--- config.mk ---
export PLATFORM = sky130hd
export DESIGN_NAME = dp_job_scheduler_flat
export DESIGN_NICKNAME = d
export VERILOG_FILES = /design/src/rtl/dp_job_scheduler_if.sv /design/src/rtl/dp_job_scheduler.sv /design/src/flat_wrapper.sv
export SDC_FILE = /design/constraint.sdc
export NUM_CORES = 1
export LEC_CHECK = 0
export CELL_PAD_IN_SITES_DETAIL_PLACEMENT = 1
export CELL_PAD_IN_SITES_GLOBAL_PLACEMENT = 2
export CORE_ASPECT_RATIO = 1.4
export CORE_MARGIN = 1.5
export CORE_UTILIZATION = 28
export CTS_BUF_LIST = sky130_fd_sc_hd__clkbuf_16
export CTS_CLUSTER_SIZE = 20
export DETAILED_ROUTE_END_ITERATION = 7
export HOLD_SLACK_MARGIN = 0.15
export PLACE_DENSITY_LB_ADDON = 0.25
export SKIP_CTS_REPAIR_TIMING = 1
export SYNTH_ARGS = -nofsm -noshare
export SYNTH_HDL_FRONTEND = slang
export SYNTH_SLANG_ARGS = --single-unit
--- constraint.sdc ---
create_clock -name clk -period 2.5 [get_ports clk]
set_input_delay 0.5 -clock clk [delete_from_list [all_inputs] [get_ports clk]]
set_output_delay 0.5 -clock clk [all_outputs]
set_load 0.05 [all_outputs]
--- src/rtl/dp_job_scheduler_if.sv ---
// Requester / datapath bundle for dp_job_scheduler.
//   slave  modport : the scheduler (consumes requests and datapath status,
//                    drives grants, completions and datapath controls).
//   master modport : the environment (requesters plus datapath).
// Signals:
//   req[1:0]      per-requester level request
//   x0, x1        requester operands (8 bit)
//   mode0, mode1  requester datapath modes (2 bit)
//   gnt[1:0]      one-hot grant pulse
//   done[1:0]     one-hot completion pulse
//   err           abort/reject flag, valid with done
//   result        job result, valid with done, held until next done
//   dp_x, dp_on   operand and mode towards the datapath
//   dp_start      datapath start pulse
//   dp_busy       datapath busy flag
//   dp_y          datapath result
interface dp_job_scheduler_if;
   logic [1:0] req;
   logic [7:0] x0;
   logic [7:0] x1;
   logic [1:0] mode0;
   logic [1:0] mode1;
   logic [1:0] gnt;
   logic [1:0] done;
   logic       err;
   logic [7:0] result;
   logic [7:0] dp_x;
   logic [1:0] dp_on;
   logic       dp_start;
   logic       dp_busy;
   logic [7:0] dp_y;

   modport slave (
      input  req, x0, x1, mode0, mode1, dp_busy, dp_y,
      output gnt, done, err, result, dp_x, dp_on, dp_start
   );

   modport master (
      output req, x0, x1, mode0, mode1, dp_busy, dp_y,
      input  gnt, done, err, result, dp_x, dp_on, dp_start
   );
endinterface

--- src/rtl/dp_job_scheduler.sv ---
// Shares one compute datapath between two requesters. Requests are
// arbitrated round-robin; the winner's operand and mode are latched, the
// datapath is started, its busy handshake is followed with ack/run
// timeouts, and the result is returned with a one-hot done pulse.
// Ports:
//   clk        system clock, rising edge
//   rst        asynchronous active-low reset
//   bus        dp_job_scheduler_if.slave (requester and datapath signals)
//   state      current FSM state (debug)
//   jobs_done  successful job count, wraps
//   err_cnt    error completion count, saturates at 15
module dp_job_scheduler #(
   parameter int unsigned ACK_TIMEOUT = 8,
   parameter int unsigned RUN_TIMEOUT = 32,
   parameter int unsigned CW          = 6
) (
   input  logic                   clk,
   input  logic                   rst,
   dp_job_scheduler_if.slave      bus,
   output logic [2:0]             state,
   output logic [7:0]             jobs_done,
   output logic [3:0]             err_cnt
);

   typedef enum logic [2:0] {
      IDLE      = 3'd0,
      ISSUE     = 3'd1,
      WAIT_BUSY = 3'd2,
      RUN       = 3'd3,
      DONE      = 3'd4
   } state_t;

   state_t          r_state;
   state_t          w_next;
   logic            r_id;
   logic            r_rr;
   logic            r_err;
   logic [7:0]      r_x;
   logic [1:0]      r_mode;
   logic [7:0]      r_result;
   logic [CW-1:0]   r_cnt;
   logic [7:0]      r_jobs;
   logic [3:0]      r_errcnt;

   logic            w_any;
   logic            w_sel_id;
   logic [1:0]      w_sel_mode;
   logic [7:0]      w_sel_x;
   logic            w_grant;
   logic            w_ld_job;
   logic            w_cnt_clr;
   logic            w_cnt_inc;
   logic            w_fin;
   logic            w_fin_err;
   logic [7:0]      w_fin_res;
   logic            w_active;

   // Gated by rst so a request held during reset cannot show a grant.
   assign w_any      = rst & (|bus.req);
   assign w_sel_id   = (bus.req == 2'b11) ? r_rr : bus.req[1];
   assign w_sel_mode = w_sel_id ? bus.mode1 : bus.mode0;
   assign w_sel_x    = w_sel_id ? bus.x1 : bus.x0;

   always_comb begin
      w_next    = r_state;
      w_grant   = 1'b0;
      w_ld_job  = 1'b0;
      w_cnt_clr = 1'b0;
      w_cnt_inc = 1'b0;
      w_fin     = 1'b0;
      w_fin_err = 1'b0;
      w_fin_res = '0;
      case (r_state)
         IDLE: begin
            if (w_any) begin
               w_grant = 1'b1;
               if (w_sel_mode != 2'd0) begin
                  w_ld_job = 1'b1;
                  w_next   = ISSUE;
               end else begin
                  // Mode 0 is rejected without touching the datapath.
                  w_fin     = 1'b1;
                  w_fin_err = 1'b1;
                  w_next    = DONE;
               end
            end
         end
         ISSUE: begin
            w_cnt_clr = 1'b1;
            w_next    = WAIT_BUSY;
         end
         WAIT_BUSY: begin
            if (bus.dp_busy) begin
               w_cnt_clr = 1'b1;
               w_next    = RUN;
            end else if (r_cnt == CW'(ACK_TIMEOUT - 1)) begin
               w_fin     = 1'b1;
               w_fin_err = 1'b1;
               w_next    = DONE;
            end else begin
               w_cnt_inc = 1'b1;
            end
         end
         RUN: begin
            if (!bus.dp_busy) begin
               w_fin     = 1'b1;
               w_fin_res = bus.dp_y;
               w_next    = DONE;
            end else if (r_cnt == CW'(RUN_TIMEOUT - 1)) begin
               w_fin     = 1'b1;
               w_fin_err = 1'b1;
               w_next    = DONE;
            end else begin
               w_cnt_inc = 1'b1;
            end
         end
         DONE:    w_next = IDLE;
         default: w_next = IDLE;
      endcase
   end

   always_ff @(posedge clk or negedge rst) begin
      if (!rst) begin
         r_state  <= IDLE;
         r_id     <= 1'b0;
         r_rr     <= 1'b0;
         r_err    <= 1'b0;
         r_x      <= '0;
         r_mode   <= '0;
         r_result <= '0;
         r_cnt    <= '0;
         r_jobs   <= '0;
         r_errcnt <= '0;
      end else begin
         r_state <= w_next;
         if (w_grant) r_id <= w_sel_id;
         if (w_ld_job) begin
            r_x    <= w_sel_x;
            r_mode <= w_sel_mode;
         end
         if (w_cnt_clr)      r_cnt <= '0;
         else if (w_cnt_inc) r_cnt <= r_cnt + 1'b1;
         if (w_fin) begin
            r_err    <= w_fin_err;
            r_result <= w_fin_res;
         end
         if (r_state == DONE) begin
            r_rr <= ~r_id;
            if (r_err) begin
               if (r_errcnt != '1) r_errcnt <= r_errcnt + 4'd1;
            end else begin
               r_jobs <= r_jobs + 8'd1;
            end
         end
      end
   end

   assign w_active     = (r_state == ISSUE) || (r_state == WAIT_BUSY) || (r_state == RUN);
   assign bus.gnt      = (r_state == IDLE && w_any) ? (w_sel_id ? 2'b10 : 2'b01) : 2'b00;
   assign bus.done     = (r_state == DONE) ? (r_id ? 2'b10 : 2'b01) : 2'b00;
   assign bus.err      = (r_state == DONE) & r_err;
   assign bus.result   = r_result;
   assign bus.dp_x     = w_active ? r_x : 8'd0;
   assign bus.dp_on    = w_active ? r_mode : 2'd0;
   assign bus.dp_start = (r_state == ISSUE);
   assign state        = r_state;
   assign jobs_done    = r_jobs;
   assign err_cnt      = r_errcnt;

endmodule
--- src/flat_wrapper.sv ---
// flat-port wrapper written by rule: the top's interface ports become plain ports
module dp_job_scheduler_flat 
#(
   parameter int unsigned ACK_TIMEOUT = 8,
   parameter int unsigned RUN_TIMEOUT = 32,
   parameter int unsigned CW          = 6
)
  (clk, rst, state, jobs_done, err_cnt, bus_req, bus_x0, bus_x1, bus_mode0, bus_mode1, bus_dp_busy, bus_dp_y, bus_gnt, bus_done, bus_err, bus_result, bus_dp_x, bus_dp_on, bus_dp_start);
  dp_job_scheduler_if bus_i ();
  input  logic clk;
  input  logic rst;
  output logic [2:0] state;
  output logic [7:0] jobs_done;
  output logic [3:0] err_cnt;
  input wire logic [$bits(bus_i.req)-1:0] bus_req;
  input wire logic [$bits(bus_i.x0)-1:0] bus_x0;
  input wire logic [$bits(bus_i.x1)-1:0] bus_x1;
  input wire logic [$bits(bus_i.mode0)-1:0] bus_mode0;
  input wire logic [$bits(bus_i.mode1)-1:0] bus_mode1;
  input wire logic [$bits(bus_i.dp_busy)-1:0] bus_dp_busy;
  input wire logic [$bits(bus_i.dp_y)-1:0] bus_dp_y;
  output wire logic [$bits(bus_i.gnt)-1:0] bus_gnt;
  output wire logic [$bits(bus_i.done)-1:0] bus_done;
  output wire logic [$bits(bus_i.err)-1:0] bus_err;
  output wire logic [$bits(bus_i.result)-1:0] bus_result;
  output wire logic [$bits(bus_i.dp_x)-1:0] bus_dp_x;
  output wire logic [$bits(bus_i.dp_on)-1:0] bus_dp_on;
  output wire logic [$bits(bus_i.dp_start)-1:0] bus_dp_start;
  assign bus_i.req = bus_req;
  assign bus_i.x0 = bus_x0;
  assign bus_i.x1 = bus_x1;
  assign bus_i.mode0 = bus_mode0;
  assign bus_i.mode1 = bus_mode1;
  assign bus_i.dp_busy = bus_dp_busy;
  assign bus_i.dp_y = bus_dp_y;
  assign bus_gnt = bus_i.gnt;
  assign bus_done = bus_i.done;
  assign bus_err = bus_i.err;
  assign bus_result = bus_i.result;
  assign bus_dp_x = bus_i.dp_x;
  assign bus_dp_on = bus_i.dp_on;
  assign bus_dp_start = bus_i.dp_start;
  dp_job_scheduler #(.ACK_TIMEOUT(ACK_TIMEOUT), .RUN_TIMEOUT(RUN_TIMEOUT), .CW(CW)) u_core (.clk(clk), .rst(rst), .bus(bus_i), .state(state), .jobs_done(jobs_done), .err_cnt(err_cnt));
endmodule
# After elaboration in Yosys (flattened, before gate mapping)
# Index checks and enable logic that the tools add are counted.
[classes]
reduce_logical = 10
n_eq_ne = 11
bitwise = 4
add_sub_neg = 3
muxes = 41
[op_table]
columns = ["operator", "count"]
rows = [
  ["$mux 8", 4],
  ["$mux 1", 18],
  ["$mux 3", 6],
  ["$mux 2", 6],
  ["$mux 6", 2],
  ["$pmux 3 s4", 1],
  ["$add 8x1->8 const B", 1],
  ["$add 6x1->6 const B", 1],
  ["$eq 3x2->1 const B", 2],
  ["$eq 6x3->1 const B", 1],
  ["$eq 6x5->1 const B", 1],
  ["$ne 3x2->1 const B", 2],
  ["$pmux 1 s3", 2],
  ["$reduce_and 3->1", 2],
  ["$add 4x1->4 const B", 1],
  ["$ne 4x4->1 const B", 1],
  ["$pmux 1 s2", 2],
  ["$reduce_bool 2->1", 2],
  ["$eq 3x1->1 const B", 1],
  ["$eq 3x3->1 const B", 1],
  ["$logic_not 3->1", 1],
  ["$and 1x1->1", 2],
  ["$eq 2x2->1 const B", 1],
  ["$logic_or 1x1->1", 2],
  ["other kinds (5)", 6],
]
[totals]
word_cells = 79
in_bits = 33
ff_bits = 42
out_inout_bits = 39

# Depth between registers and ports, before layout
[depth]
ltp_word = 7
depth_mapped = 7
mapped_depth_nobuf = 6

# Worst setup path before layout
# OpenSTA, ideal clock, no wires.
[synth_timing]
kind = "register to output"
startpoint = "reg u_core.r_state[0] (netlist: u_core.state[0])"
endpoint = "out bus_gnt[0]"
path_buffers = 0
stages_incl_launch_ff = 4
arrival_time_ns = 1.925
path_slack_ns = 0.075
required_ns = 2.000
cell_sequence = "dfrtp_1 nor2_1 o2111ai_2 nor2b_1"
[synth_via]
elab_chain_len = 3
[synth_rtl]
columns = ["element", "line", "text"]
rows = [
  ["start: declaration", "dp_job_scheduler.sv:33", "state_t r_state;"],
  ["start signal: assignment", "dp_job_scheduler.sv:135", "r_state <= w_next;"],
  ["$logic_not 3->1", "dp_job_scheduler.sv:159", "assign bus.gnt = (r_state == IDLE && w_any) ? (w_sel_id ? 2'b10 : 2'b01) : 2'b00;"],
  ["$logic_and 1x1->1", "dp_job_scheduler.sv:159", ""],
  ["$mux 2", "dp_job_scheduler.sv:159", ""],
  ["end: declaration", "flat_wrapper.sv:22", "output wire logic [$bits(bus_i.gnt)-1:0] bus_gnt;"],
]
# Every way passes these cells.

# Worst setup path in the final report
[layout_timing]
startpoint = "reg u_core.r_state[1] (netlist: u_core.state[1])"
endpoint = "out bus_dp_start"
[layout_via]
elab_chain_len = 1
[layout_rtl]
columns = ["element", "line", "text"]
rows = [
  ["$eq 3x1->1", "dp_job_scheduler.sv:165", "assign bus.dp_start = (r_state == ISSUE);"],
  ["end: declaration", "flat_wrapper.sv:28", "output wire logic [$bits(bus_i.dp_start)-1:0] bus_dp_start;"],
]
# Every way passes these cells.

==> impl_metrics.csv <==
group,metric,value,unit
run,drv_cap,0,
global_routing,globalRouteOverflowTotal,0,
yosys,syn_inst,181,
worst_setup_path,reg2regPathDepth,6,
yosys,yosys_most_used_dff,"dfrtp_1",
power,leakagePower,0.00140,µW
yosys,ys_seq_area_share,50.6,%
placed_design,gp_congestion,0.736,
power,powerDensity,1240,nW/µm²
status,outcome,"finished clean",
timing,rsz0062_at_grt,"false",
floorplanning,initial_core_util,28.6,%
yosys,syn-num-nets,217,
route,viasPerCell,4.75,
worst_setup_path,cp_num_buf_inv,1,
worst_setup_path,reg2reg_from,"u_core.r_cnt[0]",
worst_setup_path,arrival,1.88,ns
finish,utilization,44.0,%
yosys,ys_types,40,
timing,setup-violations-final,0,
timing,setup_tns,0,ns
timing,fin_crit_sh,95.1,%
placed_design,port_buffers,71,
timing,hold_viol,0,
clock_tree,path_clk_slew,0.06,ns
route,antenna_left,0,
floorplanning,chipHeight,105,µm
worst_setup_path,cp_top_family,"buffers and inverters",
worst_setup_path,cp_slowest_stage_delay,0.81,ns
global_routing,grt_max_degree,43,
route,drt_iter0_drc,30,
clock_tree,clockBufferDepth,2,
floorplanning,ios,72,
route,wl_per_cell,15.0,µm
clock_tree,cts_buffers,5,
floorplanning,die_w,75.8,µm
worst_setup_path,endpoint_kind,"output pin",
floorplanning,core,7270,µm²
yosys,netlist.area_leader.share,50.6,%
yosys,ys_ff_latch,42,
yosys,synth_edf_count,0,
timing,min_period,2.38,ns
worst_setup_path,crit_fanout,8,
finish,area_growth,53.8,%
route,vias,1705,
clock_tree,cts_tree,"yes",
finish,multi_input_area,968,µm²
worst_hold_path,hold_class,"primary input to asynchronous set/reset pin",
route,drtPass1Iterations,4,
yosys,synth_top_area_cell,"dfrtp_1",
worst_setup_path,reg2reg_slack,0.25,ns
finish,diodes,0,
finish,fill_cells,824,
power,peakVddDrop,591,µV
floorplanning,die_area,7960,µm²
worst_setup_path,r2r-end,"u_core.r_cnt[1]",
worst_setup_path,crit_chain,"nand2b_1 > nor2_1 > clkdlybuf4s50_1",
timing,worst_slew_pin_slew,0.894,ns
finish,nets,297,
clock_tree,root_buffer,"clkbuf_16",
timing,slew_viol_final,0,
finish,seqCellArea,1050,µm²
global_routing,grtUsageTotal,14.6,%
clock_tree,htreeDepth,2,
worst_setup_path,critPathKind,"register to output pin",
global_routing,grt_pass1_wl,8.99,mm
timing,relSlewSlack,40.1,%
global_routing,antenna_found_initial,0,
placed_design,dp_hpwl,4.11,mm
worst_setup_path,slowest_stage,"clkdlybuf4s50_1",
yosys,ys_warn_count,0,
worst_setup_path,required,2.00,ns
floorplanning,rows,37,
finish,drive_gt1_share,18.3,%
route,finalWirelength,5.39,mm
clock_tree,cts.sinks,42,
yosys,avgSynthCellArea,11.5,µm²
timing,fin_skew,0.00560,ns
yosys,synth_area_leaders,"dfrtp_1, mux2_2, mux2_1",
route,route.detailed.drc,0,
yosys,async_flop_share,100,%
worst_setup_path,start_kind,"register",
yosys,syn-cell-area,2080,µm²
timing,fmaxAchievable,421,MHz
clock_tree,clk-insertion-delay-late,0.28,ns
global_routing,grt_pass1_vias,1866,
-- flip-flops by register name (all words and copies together), names as in the netlist --
signal	count
u_core.jobs_done	8
u_core.r_err	1
u_core.r_id	1
u_core.r_cnt	6
u_core.r_rr	1
u_core.r_mode	2
u_core.bus.result	8
u_core.r_x	8
u_core.state	3
u_core.err_cnt	4
-- power by group --
part	internal [µW]	switching (µW)	leakage [µW]
combinational	939	1280	0.000789
sequential	909	184	0.000537
clock	375	283	0.0000704
-- per-layer routing --
metal  track usage, %  wire [µm]  vias up  part of all wire (%)
met5                0          0        -                     0
met4             3.83         66        0                   1.2
met3             2.51        234        5                   4.3
met2             25.8       2830       43                    52
met1             17.5       2260      848                    42
li1                 -          -      809                     -
-- layout by cell type (no fill, tap or decap), drive strengths merged, types with 2 or more instances in the layout --
cell type,netlist,layout
inv,6,7
nand3,6,6
o21ai,6,6
o211ai,3,3
mux2,19,19
nor2,13,13
o31ai,3,3
mux2i,3,3
xnor2,6,6
nand4,4,4
and2,10,10
buf,4,23
and3,5,5
clkbuf,1,5
ha,3,3
a21oi,9,9
nand2,10,10
and3b,2,2
dfrtp,42,42
nor2b,2,2
xor2,3,3
nand3b,2,2
a22o,8,8
clkdlybuf4s50,0,55
-- cells by family after synthesis --
family          Yosys count  synth area share, %
xor+xnor                  9                 3.79
mux                      22                 11.7
compound gates           33                 11.7
flops                    42                 50.6
fa+ha+maj                 3                 1.81
simple gates             61                 17.6
buf+inv                  11                 2.83
-- cell type report --
| type | instances | area share [%] |
|---|---|---|
| flip-flops and latches | 42 | 32.9 |
| multi-input cells | 128 | 30.3 |
| repair buffers | 78 | 27.6 |
| clock buffers | 5 | 3.91 |
| well taps | 97 | 3.80 |
| clock inverters | 3 | 0.783 |
| inverters | 6 | 0.705 |
-- worst max path at each step --
stage,from,end,slack (ns),cells after the start
CTS,u_core.state[1],bus_dp_start,0.1,3
global route,u_core.r_cnt[0],u_core.r_cnt[1],0.03,6
global placement,bus_req[0],u_core.r_x[1],0.12,6
floorplan,u_core.state[0],bus_gnt[0],0.07,3
detailed placement,bus_req[0],u_core.r_x[2],0.09,6
finish,u_core.state[1],bus_dp_start,0.12,3
-- per-stage QoR --
stage | area (µm²) | hold slack (ns) | setup WS (ns) | std cells | total power (µW)
5_1_grt | 3200 | 0.376 | 0.0297 | 359 | 4200
3_5_place_dp | 3050 | 0.464 | 0.0940 | 351 | 3360
4_1_cts | 3200 | 0.354 | 0.0978 | 359 | 4040
6_report | 3200 | 0.317 | 0.123 | 359 | 3970
3_3_place_gp | 3050 | 0.459 | 0.119 | 351 | 3330
2_1_floorplan | 2080 | 0.204 | 0.0745 | 181 | 2380
-- synth_stat cells, drive strengths merged, types with 4 or more instances --
cell type	instances
and3	5
nand3	6
xnor2	6
dfrtp	42
mux2	19
and2	10
nor2	13
a22o	8
buf	4
inv	6
a21oi	9
nand2	10
o21ai	6
nand4	4
-- worst reg2reg max path, cell delays in order (launching register included) --
cell	delay (ns)
dfrtp_1	0.39
ha_1	0.20
and3b_1	0.23
and3_1	0.25
a2bb2oi_1	0.74
mux2i_1	0.26
nor2_1	0.06
Power figures use the tool's default switching activity.
